File: src/rtl/booth_pkg.sv
// booth_pkg: FSM state encoding and sizing helper shared by
// the sequential radix-2 Booth multiplier and its datapath step.
package booth_pkg;

  typedef enum logic [1:0] {
    IDLE = 2'd0,
    RUN  = 2'd1,
    DONE = 2'd2
  } state_t;

  // ceil(log2(v)) for v >= 1, usable in constant expressions.
  function automatic int clog2(input int v);
    int r;
    r = 0;
    for (int i = 0; i < 31; i++)
      if ((1 << i) < v)
        r = i + 1;
    return r;
  endfunction

endpackage

File: src/rtl/booth_step.sv
// booth_step: one combinational radix-2 Booth step.
// Ports: acc/q/e current {A,Q,E}, y multiplicand (WIDTH+1 bits),
//        acc_nxt/q_nxt/e_nxt state after add/sub and arithmetic shift.
module booth_step
  import booth_pkg::*;
#(
  parameter int WIDTH = 16
) (
  input  logic [WIDTH+1:0] acc,
  input  logic [WIDTH:0]   q,
  input  logic             e,
  input  logic [WIDTH:0]   y,
  output logic [WIDTH+1:0] acc_nxt,
  output logic [WIDTH:0]   q_nxt,
  output logic             e_nxt
);

  logic [WIDTH+1:0] ys;
  logic [WIDTH+1:0] sum;

  // The extra guard bit keeps A - Y in range when
  // Y is the most-negative value.
  assign ys = {y[WIDTH], y};

  always_comb begin
    sum = acc;
    unique case (1'b1)
      q[0] & ~e: sum = acc - ys;
      ~q[0] & e: sum = acc + ys;
      default:   sum = acc;
    endcase
  end

  assign acc_nxt = {sum[WIDTH+1], sum[WIDTH+1:1]};
  assign q_nxt   = {sum[0], q[WIDTH:1]};
  assign e_nxt   = q[0];

endmodule

File: src/rtl/booth_mul_seq.sv
// booth_mul_seq: sequential radix-2 Booth multiplier, WIDTH+1 steps.
// Ports: in_valid/in_ready/in_x/in_y/in_signed operand handshake,
//        out_valid/out_ready/out_p product handshake, busy in RUN/DONE.
module booth_mul_seq
  import booth_pkg::*;
#(
  parameter int WIDTH = 16
) (
  input  logic               clk,
  input  logic               rst_n,
  input  logic               in_valid,
  output logic               in_ready,
  input  logic [WIDTH-1:0]   in_x,
  input  logic [WIDTH-1:0]   in_y,
  input  logic               in_signed,
  output logic               out_valid,
  input  logic               out_ready,
  output logic [2*WIDTH-1:0] out_p,
  output logic               busy
);

  localparam int CW = clog2(WIDTH + 2);

  state_t           state;
  logic [WIDTH+1:0] acc;
  logic [WIDTH+1:0] acc_nxt;
  logic [WIDTH:0]   xq;
  logic [WIDTH:0]   q_nxt;
  logic [WIDTH:0]   yq;
  logic             e;
  logic             e_nxt;
  logic [CW-1:0]    cnt;
  logic             last;
  logic [WIDTH:0]   x_ext;
  logic [WIDTH:0]   y_ext;

  // Signed mode sign-extends, unsigned mode zero-extends,
  // so one signed Booth datapath serves both.
  assign x_ext = {in_signed & in_x[WIDTH-1], in_x};
  assign y_ext = {in_signed & in_y[WIDTH-1], in_y};

  assign last = (cnt == CW'(WIDTH));

  booth_step #(
    .WIDTH(WIDTH)
  ) u_step (
    .acc     (acc),
    .q       (xq),
    .e       (e),
    .y       (yq),
    .acc_nxt (acc_nxt),
    .q_nxt   (q_nxt),
    .e_nxt   (e_nxt)
  );

  always_ff @(posedge clk or negedge rst_n) begin
    if (!rst_n) begin
      state     <= IDLE;
      acc       <= '0;
      xq        <= '0;
      yq        <= '0;
      e         <= 1'b0;
      cnt       <= '0;
      out_p     <= '0;
      out_valid <= 1'b0;
      busy      <= 1'b0;
      in_ready  <= 1'b0;
    end else begin
      unique case (state)
        IDLE: begin
          in_ready <= 1'b1;
          if (in_valid && in_ready) begin
            xq       <= x_ext;
            yq       <= y_ext;
            acc      <= '0;
            e        <= 1'b0;
            cnt      <= '0;
            busy     <= 1'b1;
            in_ready <= 1'b0;
            state    <= RUN;
          end
        end
        RUN: begin
          acc <= acc_nxt;
          xq  <= q_nxt;
          e   <= e_nxt;
          cnt <= cnt + 1'b1;
          if (last) begin
            // Low 2*WIDTH bits of {A,Q} after the final shift.
            out_p     <= {acc_nxt[WIDTH-2:0], q_nxt};
            out_valid <= 1'b1;
            state     <= DONE;
          end
        end
        DONE: begin
          if (out_ready) begin
            out_valid <= 1'b0;
            busy      <= 1'b0;
            in_ready  <= 1'b1;
            state     <= IDLE;
          end
        end
        default: begin
          out_valid <= 1'b0;
          busy      <= 1'b0;
          in_ready  <= 1'b0;
          state     <= IDLE;
        end
      endcase
    end
  end

endmodule

File: config.mk
export PLATFORM = sky130hd
export DESIGN_NAME = booth_mul_seq
export DESIGN_NICKNAME = d
export VERILOG_FILES = /design/src/rtl/booth_pkg.sv /design/src/rtl/booth_step.sv /design/src/rtl/booth_mul_seq.sv
export SDC_FILE = /design/constraint.sdc
export NUM_CORES = 1
export LEC_CHECK = 0
export ABC_AREA = 0
export CORE_MARGIN = 2
export CORE_UTILIZATION = 35
export CTS_CLUSTER_DIAMETER = 100
export DETAILED_ROUTE_END_ITERATION = 8
export PLACE_DENSITY_LB_ADDON = 0.3
export SLEW_MARGIN = 20
export SYNTH_ARGS = -nofsm -noshare
export SYNTH_HDL_FRONTEND = slang
export SYNTH_SLANG_ARGS = --single-unit
File: constraint.sdc
create_clock -name clk -period 6.8 [get_ports clk]
set_input_delay 1.36 -clock clk [delete_from_list [all_inputs] [get_ports clk]]
set_output_delay 1.36 -clock clk [all_outputs]
set_load 0.01 [all_outputs]
After elaboration in Yosys (flattened, before gate mapping)
Cells that the tools add are included.
Widths: inputs -> output; s select.

word-level totals
  register bits = 95
  bits of input ports = 37
  logic and storage cells = 58

cells by class
  add/sub/neg operators = 3
  equality and inequality tests = 6
  muxes and demuxes = 21
  bitwise logic cells = 8
  reduce and logical (&&, ||, !) cells = 10

operators by type and width
  operator             count
  $pmux 18 s2          2
  $pmux 17 s2          1
  $add 18x18->18       1
  $mux 18              1
  $sub 18x18->18       1
  $mux 17              1
  $pmux 5 s2           1
  $pmux 1 s3           3
  $reduce_and 3->1     3
  $reduce_and 2->1     4
  $mux 1               6
  $mux 2               3
  $ne 2x2->1 const B   3
  $pmux 2 s3           1
  $add 5x1->5 const B  1
  $eq 5x5->1 const B   1
  $mux 5               1
  $and 1x1->1          4
  $not 1->1            4
  $eq 2x1->1 const B   1
  $eq 2x2->1 const B   1
  $logic_not 2->1      1
  $pmux 1 s2           1
  $reduce_bool 2->1    1
  $logic_and 1x1->1    1

Logic depth before layout (Yosys ltp)
  word-level depth = 4
  mapped depth = 14
  depth with buffers taken out = 13

By module
A second synthesis with hierarchy kept.

unflattened totals
  cell total of the unflattened synthesis = 594
  area total of the unflattened synthesis = 5,567.8 um^2

by module, submodules not included
  module         times used  cells an instance  area each (um^2)  sequential area each (um^2)
  booth_mul_seq  1           358                3,928.8           2,377.3
  booth_step     1           236                1,639.1           0.0

Least setup slack after synthesis
No wires, ideal clock.

  path kind = reg-to-reg
  start point = register xq[0]
  end point = register out_p[28]
  setup time = 123 ps
  arrival time = 2,897 ps
  slack = 3,780 ps
  cell stages (with the launch flop) = 15
  buffers on the path = 2
  cells stage by stage = dfrtp_1 -> inv_1 -> ha_1 -> clkbuf_1 -> clkbuf_1 -> a21oi_1 -> xor2_1 -> ha_1 -> and3_1 -> a221oi_2 -> o311a_1 -> xor2_1 -> nor2_1 -> a21oi_2 -> o21ai_1

on the way
  word-level cells in the longest chain between the ends = 3

ends and longest elaborated chain
  what                      RTL line             source
  start: declaration        booth_mul_seq.sv:27  logic [WIDTH:0] xq;
  start signal: assignment  booth_mul_seq.sv:73  xq <= x_ext;
  start signal: assignment  booth_mul_seq.sv:85  xq <= q_nxt;
  $not 1->1                 booth_step.sv:29     ~q[0] & e: sum = acc + ys;
  $and 1x1->1               booth_step.sv:29
  $pmux 18 s2 *             booth_step.sv:27     unique case (1'b1)
  end signal: assignment    booth_mul_seq.sv:90  out_p <= {acc_nxt[WIDTH-2:0], q_nxt};
  end: declaration          booth_mul_seq.sv:18  output logic [2*WIDTH-1:0] out_p,

Mark *: on every way between the ends. The rest lies on a longest branch, timed or not.
A chain may end at the register's enable or synchronous reset.

Worst setup path after layout
  start point = register xq[0]
  end point = register acc[11]

on the way
  word-level cells in the longest chain between the ends = 4

ends and longest elaborated chain
  what                    RTL line             source
  $not 1->1               booth_step.sv:29
  $and 1x1->1             booth_step.sv:29
  $pmux 18 s2 *           booth_step.sv:27
  $pmux 18 s2 *           booth_mul_seq.sv:69  unique case (state)
  end signal: assignment  booth_mul_seq.sv:84  acc <= acc_nxt;
  end: declaration        booth_mul_seq.sv:25  logic [WIDTH+1:0] acc;

Marks and branches as above.

==> flow_summary.json <==
{
  "crit_path_start_kind": "flop",
  "dp_hpwl_mm": 8.610,
  "crit-reg2reg-capture": "acc[11]$_DFFE_PN0P_",
  "yosysMostFrequentCell": "nand2_1",
  "vias_per_cell": 5.163,
  "syn_avg_cell_area_sq_um": 9.439,
  "hold_violations": 0,
  "path_cells": "inv_1 -> ha_1 -> mux2_2 -> fa_1 -> a21o_1 -> a221oi_2 -> o311a_1 -> xor2_1 -> nor2_1 -> a21oi_2 -> o21ai_1",
  "routed_wl_mm": 12.00,
  "reg2regPathDepth": 11,
  "slowest_delay_ns": 0.56,
  "async_reset_ff_share_pct": 100.0,
  "netlist_instances": 537,
  "fmax_mhz": 293.1,
  "area_growth_syn_to_layout_pct": 22.34,
  "ctsResizeCount": 0,
  "cp_top_family": "compound AO/OA/AOI/OAI gates",
  "ant_nets": 0,
  "die_height_um": 124.3,
  "grt_use_total_pct": 16.07,
  "cts.sinks": 94,
  "min_to": "cnt[4]$_DFFE_PN0P_",
  "io_buffers": 71,
  "r2r-start": "xq[0]$_DFFE_PN0P_",
  "fin_crit_ns": 3.412,
  "grt_setup_unrepaired": "no",
  "tightest_slew_ns": 0.8869,
  "slowest_stage": "ha_1",
  "cts_setup_buffers": 0,
  "hold_path_startpoint": "cnt[4]$_DFFE_PN0P_",
  "grt_pass1_vias": 4114,
  "finalNetCount": 655,
  "initial_utilization_pct": 36.23,
  "cp_max_fo": 18,
  "rrSetupSlack_ns": 3.39,
  "drive_above_1_share_pct": 9.318,
  "core-area_sq_um": 13990,
  "leakagePower_uw": 0.002775,
  "path_class": "reg2reg",
  "clock-root-buffer": "clkbuf_16",
  "htree_levels": 3,
  "insertedDiodeCount": 0,
  "fp.dieW_um": 124.3,
  "via_count": 4032,
  "clock-skew-final_ns": 0.008786,
  "synth_nets": 596,
  "grt_pass1_wl_mm": 20.53,
  "slew_viol_final": 0,
  "syn_area_sq_um": 5069,
  "clk_latency_ns": 0.35,
  "post-route-util_pct": 44.33,
  "slew_headroom_pct": 40.88,
  "gr-total-overflow": 0,
  "holdPathStages": 1,
  "clock_path_buffers": 2,
  "setup_viol": 0,
  "seq_area_frac_synth_pct": 46.41,
  "synth_edf_count": 0,
  "status": "complete, no violations",
  "die_area_sq_um": 15460,
  "drt_iter0_markers": 178,
  "io-pin-count": 72,
  "ys_ff_latch": 94,
  "drv_cap": 0,
  "yosys-top-cells-count": "nand2_1, dfrtp_1, o21ai_0, a21oi_1, nor2_1",
  "hp-class": "reg2reg",
  "cts_tree": "built",
  "post-route-period-util_pct": 50.18,
  "cts_buffers": 9,
  "setup.worst_path.end_class": "flop",
  "rows": 43,
  "fin_tns_setup_ns": 0,
  "yosysWarnings": 0,
  "synth_top_flop_cell": "dfrtp_1",
  "crit_required_ns": 7.01,
  "wire_per_inst_um": 15.37,
  "ctsHoldBuffers": 0,
  "ir_drop_v": 0.0002303,
  "dr.pass1.iters": 4,
  "antenna_found_initial": 0,
  "crit_arrival_ns": 3.62,
  "crit_buf_inv": 1,
  "grt_max_degree": 72,
  "synth_cell_types": 60,
  "gp_routability_congestion": 0.9330,
  "power.density_nw_per_um2": 630.6,
  "drc": 0,
  "nFillCells": 1387,
  "path_clk_slew_ns": 0.07,
  "synth_area_leaders": "dfrtp_1, nand2_1, ha_1, mux2_2, xor2_1",
  "synth_top_cell_by_area": "dfrtp_1",
  "synth_top_area_share_pct": 46.41
}
[state kept, by name, indices dropped and copies added (netlist names)]
signal	flops
busy	1
e	1
state	2
out_valid	1
cnt	5
out_p	32
yq	17
xq	17
acc	17
in_ready	1
[worst reg2reg max path: stages (launching register included)]
cell and delay, ns:
dfrtp_1 0.38, inv_1 0.07, ha_1 0.56, mux2_2 0.44, fa_1 0.43, a21o_1 0.20, a221oi_2 0.46, o311a_1 0.30
xor2_1 0.16, nor2_1 0.06, a21oi_2 0.13, o21ai_1 0.07
[per-stage QoR]
step / instance area (sq um) / instances / setup WS [ns] / power [uW] / hold slack [ns]
after floorplan: 5069 / 537 / 3.780 / 2759 / 0.4460
after global placement: 5893 / 765 / 3.502 / 3339 / 0.4714
after detailed placement: 5894 / 765 / 3.428 / 3398 / 0.4705
after CTS: 6201 / 781 / 3.409 / 3953 / 0.4869
after global routing: 6201 / 781 / 3.135 / 4277 / 0.4997
final: 6201 / 781 / 3.388 / 3910 / 0.4843
[cells in the final DEF, fill, tap and decap left out, drive strengths merged, types with 4 or more instances in the layout]
| master | count |
|---|---|
| dfrtp | 94 |
| o21ai | 48 |
| a21oi | 34 |
| mux2i | 5 |
| clkbuf | 11 |
| ha | 21 |
| inv | 12 |
| xor2 | 21 |
| a22oi | 17 |
| buf | 6 |
| mux2 | 18 |
| nor3 | 10 |
| nand3 | 23 |
| nand2 | 113 |
| nor2 | 30 |
| clkdlybuf4s50 | 70 |
| a31oi | 4 |
| xnor2 | 10 |
| o31ai | 4 |
[cells by family after synthesis]
group / after synthesis / share of synthesized area [%]
AND/OR/NAND/NOR: 196 / 17.26
AO/OA/AOI/OAI: 132 / 16.56
flip-flops: 94 / 46.41
buffers and inverters: 39 / 3.851
XOR/XNOR: 31 / 5.357
multiplexers: 23 / 4.986
adder cells (fa/ha/maj): 22 / 5.579
[power by group]
part | internal (uW) | leakage [uW] | switching [uW]
clock network | 298 | 0.000147 | 220
logic | 1020 | 0.00144 | 1330
registers | 817 | 0.00119 | 223
[per-layer routing]
layer  global-route usage, %  share of wire, %  vias to the layer above
met4                   3.966               1.3                        0
li1                        -                 -                     2001
met2                   26.55                49                       76
met3                   5.369               6.1                       11
met1                   20.32                44                     1944
met5                       0                 0                        -
[final cells by class]
cell class              instances  area, sq um  area share, %
clock buffers                  11        242.7          3.914
well taps                     180        225.2          3.632
flip-flops and latches         94         2352          37.93
inverters                      11        41.29         0.6659
clock inverters                 5        63.81          1.029
repair buffers                 76        745.7          12.03
multi-input cells             404         2530          40.80
[worst max-delay path by stage]
stage | from | to | slack, ns | depth (start not counted)
after floorplan | xq[0]$_DFFE_PN0P_ | out_p[28]$_DFFE_PN0P_ | 3.78 | 14
after global placement | in_valid | acc[12]$_DFFE_PN0P_ | 3.50 | 5
after detailed placement | xq[0]$_DFFE_PN0P_ | out_p[28]$_DFFE_PN0P_ | 3.43 | 11
after CTS | xq[0]$_DFFE_PN0P_ | acc[11]$_DFFE_PN0P_ | 3.41 | 11
after global routing | xq[0]$_DFFE_PN0P_ | acc[7]$_DFFE_PN0P_ | 3.13 | 11
final | xq[0]$_DFFE_PN0P_ | acc[11]$_DFFE_PN0P_ | 3.39 | 11
(Power assumes the default switching activity.)
